## src/rtl/wb_regfile.sv

```systemverilog
// Purpose: MEM/WB writeback mux, 32-entry GPR file with two bypassed read ports, commit counter.
// Latency: reads and wb_data_o are combinational; a commit becomes stored state after 1 clk edge.
// Backpressure: none; every edge with regwrite_i and a nonzero destination commits unconditionally.
module wb_regfile #(
    parameter int DATA_W = 32,
    parameter int ADDR_W = 5,
    parameter bit BYPASS = 1'b1
) (
    input  logic              clk,
    input  logic              reset,
    input  logic [DATA_W-1:0] memdata_i,
    input  logic [DATA_W-1:0] aluresult_i,
    input  logic [ADDR_W-1:0] regdest_i,
    input  logic              regwrite_i,
    input  logic              memtoreg_i,
    input  logic [ADDR_W-1:0] rs_addr_i,
    input  logic [ADDR_W-1:0] rt_addr_i,
    output logic [DATA_W-1:0] rs_data_o,
    output logic [DATA_W-1:0] rt_data_o,
    output logic [DATA_W-1:0] wb_data_o,
    output logic [31:0]       wb_count_o
);

    localparam int DEPTH = 1 << ADDR_W;

    logic [DATA_W-1:0] regs [DEPTH];
    logic [31:0]       wb_count_q;
    logic              commit;

    // Writeback value selection and commit qualification. Register 0 never commits,
    // and an asserted reset kills any write that is pending in the current cycle.
    always_comb begin
        wb_data_o = memtoreg_i ? memdata_i : aluresult_i;
        commit    = regwrite_i && (regdest_i != '0) && !reset;
    end

    // Register file storage. Entry 0 is cleared by reset and never written, so it stays zero.
    always_ff @(posedge clk or posedge reset) begin
        if (reset) begin
            for (int i = 0; i < DEPTH; i++) begin
                regs[i] <= '0;
            end
        end else if (commit) begin
            regs[regdest_i] <= wb_data_o;
        end
    end

    // Commit counter; wraps naturally modulo 2^32.
    always_ff @(posedge clk or posedge reset) begin
        if (reset) begin
            wb_count_q <= '0;
        end else if (commit) begin
            wb_count_q <= wb_count_q + 32'd1;
        end
    end

    assign wb_count_o = wb_count_q;

    // One read port: zero register first, then same-cycle forwarding of the committing value,
    // then stored state. Reset forces zero so no stale or forwarded data leaks out.
    function automatic logic [DATA_W-1:0] read_port(input logic [ADDR_W-1:0] addr);
        logic [DATA_W-1:0] val;
        val = '0;
        if (reset || addr == '0) begin
            val = '0;
        end else if (BYPASS && commit && addr == regdest_i) begin
            val = wb_data_o;
        end else begin
            val = regs[addr];
        end
        return val;
    endfunction

    // Both read ports share the same lookup, so identical addresses return identical data.
    always_comb begin
        rs_data_o = read_port(rs_addr_i);
        rt_data_o = read_port(rt_addr_i);
    end

endmodule

```

## config.mk

```make
export PLATFORM = sky130hd
export DESIGN_NAME = wb_regfile
export DESIGN_NICKNAME = d
export VERILOG_FILES = /design/src/rtl/wb_regfile.sv
export SDC_FILE = /design/constraint.sdc
export NUM_CORES = 2
export LEC_CHECK = 0
export BUFFER_PORTS_ARGS = -buffer_cell sky130_fd_sc_hd__buf_2
export CAP_MARGIN = 20
export CORE_ASPECT_RATIO = 1.25
export CORE_MARGIN = 2
export CORE_UTILIZATION = 40
export CTS_CLUSTER_SIZE = 40
export DETAILED_ROUTE_END_ITERATION = 10
export GPL_TIMING_DRIVEN = 0
export HOLD_SLACK_MARGIN = 0.12
export PLACE_DENSITY = 0.53
export SETUP_SLACK_MARGIN = 0.5
export SYNTH_ARGS = -nofsm -noshare
export SYNTH_HDL_FRONTEND = slang
export SYNTH_SLANG_ARGS = --single-unit
```

## constraint.sdc

```tcl
create_clock -name clk -period 46.6 [get_ports clk]
set_input_delay 4.66 -clock clk [delete_from_list [all_inputs] [get_ports clk]]
set_output_delay 4.66 -clock clk [all_outputs]
set_load 0.02 [all_outputs]
```

==> results.cfg <==
[setup_path]
r2r_cells = 5
startpoint = rs_addr_i[3]
critPathCaptureType = output port
path_cells = buf_2, clkbuf_1, and3b_1, buf_1, clkbuf_1, a22oi_1, nand2_1, nor3_1, a211oi_1, buf_2
startpoint_type = primary input
cp_slowest_cell = a211oi_1
critPathTopFamily = buffers and inverters
crit_type = in -> out
path_buf_inv = 5
max_stage_delay_ps = 950
rr_endpoint = wb_count_o[30]
arrival_ps = 8630
r2r_slack_ps = 44390
cp_max_fo = 10
cp.required_ps = 41940
r2r_start = wb_count_o[2]

[route]
drt.antenna.violating_nets = 0
via_per_inst = 6.02
drt_first_pass_iters = 6
wire_per_inst_um = 29.6
drt_iter0_markers = 4750
drt_wl_total_mm = 212
vias = 43062
route.detailed.drc = 0

[place]
globalplace.congestion = 0.995
pre_cts_slack_ps = 33590
post-dp-hpwl_mm = 165
io_buffers = 199

[grt]
grt_pass1_wl_mm = 303
grt_pass1_vias = 42917
grt_antenna_before_repair = 11
gr-total-overflow = 0
grt_start_max_net_pins = 127
grt_use_total_pct = 30.0

[pwr]
p_leak_uw = 0.0271
switching_share_pct = 30.6
pwr-share-clk_pct = 35.1
power_uw = 2670
p_per_area_nw_per_um2 = 42.7
pwr-share-comb_pct = 20.6
p_int_uw = 1860
pwr-share-seq_pct = 44.4
vdd_drop_max_v = 0.0000292
p_sw_uw = 818

[clock_network]
insertion_delay_ps = 740
clkSlewWorstSetupHoldPaths_ps = 60
cts_buffer_depth = 3
cts_tree = yes
post_cts_resized = 0
clockRootBuffer = clkbuf_16
post_cts_buffers = 0
cts.sinks = 1056
cts_max_level = 3
postCtsHoldBufs = 0
numCtsBuffers = 108

[timing]
fin_crit_ps = 13290
worst_clock_skew_ps = 12.8
final.period_utilization_pct = 28.5
fmax_mhz = 75.3
worst_pin_slew_ps = 1200
slew_viol_final = 0
setup_slack_ps = 33310
rsz0062_at_grt = no
finalSetupViolCount = 0
relSlewSlack_pct = 20.2
timing.hold.ws_ps = 464
hold_viol_final = 0

[worst_hold_path]
hp-class = reg -> reg
min_from = wb_count_o[31]
whs_endpoint = wb_count_o[31]
whs_path_depth = 1

[cells_and_area]
fill_cells = 12826
final_common_cell = dfrtp_1
final_util_pct = 45.7
multiInputGateArea_um2 = 26200
drive_above_1_share_pct = 21.0
regArea_um2 = 26400
finalNetCount = 5300
syn2layout_area_growth_pct = 13.6
final_cell_mix = dfrtp_1 (1,056), a21oi_1 (546), nand2_1 (544), nor2_1 (538), mux4_2 (508)

[logic_synthesis]
synth_area_leaders = dfrtp_1 (48%), mux4_2 (21%), a21oi_1 (5.0%)
async_flop_share_pct = 100
synth_top_area_share_pct = 47.9
synthCells = 4880
synth_fa_ha_area_share_pct = 0.0227
yosysWarnings = 0
yosys.area.top_type = dfrtp_1
synth_nets = 4964
synth-simple-area-share_pct = 9.46
synth.mux.area_fraction_pct = 23.8
synth-edff-count = 0
ys_ff_latch = 1056
syn_area_per_cell_um2 = 11.3
synth_top_family_by_area = multiplexers
synth_area_um2 = 55100
synth_ff_type = dfrtp_1
synth_xor_area_share_pct = 0.651
synth_compound_area_share_pct = 13.5
synth_cell_types = 53
seq_area_frac_synth_pct = 47.9

[floorplan]
core-area_um2 = 137000
fp.dieArea_um2 = 141000
fp-row-count = 152
die_y_um = 419
ios = 211
die_w_um = 336
initial_core_util_pct = 40.2

[job]
drv_cap = 0

[outcome]
status = finished, final reports clean
[area by class of cell]
| type | count | share of cell area [%] |
|---|---|---|
| Sequential cell | 1056 | 42.2 |
| Inverter | 40 | 0.252 |
| Multi-Input combinational cell | 3261 | 41.8 |
| Clock buffer | 144 | 4.95 |
| Tap cell | 1848 | 3.69 |
| Clock inverter | 50 | 1.00 |
| Antenna cell | 3 | 0.0120 |
| Timing Repair Buffer | 226 | 2.26 |
| Buffer | 523 | 3.79 |
[how the worst max path moves through the flow]
stage | endpoint | depth (start not counted)
final | rs_data_o[31] | 10
after global routing | rs_data_o[0] | 9
after CTS | rt_data_o[29] | 9
after detailed placement | rt_data_o[29] | 9
after global placement | rt_data_o[29] | 7
after floorplan | rt_data_o[10] | 5
[routing by layer]
layer	part of all wire [%]	vias to the layer above	routed length [µm]	track usage [%]
met3	8.1	447	17200	5.61
met2	48	1991	101000	48.5
met1	39	22193	83000	39.2
li1	-	18419	-	-
met4	4.9	12	10400	14.1
met5	0.033	-	70	0
[worst reg2reg max path, cell delays in order (launching register included)]
cell	delay, ps
dfrtp_1	420
nand4_1	230
a2111oi_4	580
nand4_1	320
or3_1	410
xnor2_1	130
[state kept, by name (all words and copies together), names as in the netlist]
register,flops
regs,1024
wb_count_o,32
[cells in the mapped netlist, drive strengths merged (5+ instances only)]
cell type / instances
nand3: 10
clkbuf: 384
a221oi: 64
nand4: 7
a211o: 32
mux2: 5
a21oi: 546
a211oi: 34
nor3: 41
nand2: 544
o21ai: 481
dfrtp: 1056
nor2: 538
mux4: 509
a22oi: 94
mux2i: 160
buf: 139
xor2: 16
nand2b: 9
and3: 12
xnor2: 25
inv: 40
nor2b: 66
o21bai: 32
[through the flow]
step,cells,instance area (µm²),TNS (ps)
4_1_cts,7144,62600,0
3_3_place_gp,6927,58400,-676200
6_report,7151,62600,0
5_1_grt,7149,62600,0
2_1_floorplan,4880,55100,0
3_5_place_dp,6950,58900,0
[cells by family (layout without fill, tap and decap cells)]
logic type                 after synthesis  in the layout
muxes                                  674            674
and+or+nand+nor                       1247           1247
buffers and inverters                  563            983
xor gates and xnor gates                41             41
adders and majority gates                1              1
DFF                                   1056           1056
other                                    0              3
AOI/OAI and AO/OA                     1298           1298
[power groups by stage]
stage	Sequential [µW]	Combinational, µW	Clock [µW]
after global routing	1200	591	982
after global placement	1190	525	0
after detailed placement	1190	541	0
after floorplan	1160	384	0
after CTS	1180	542	948
final	1190	550	938
No activity file was read; power rests on OpenSTA's default activity.
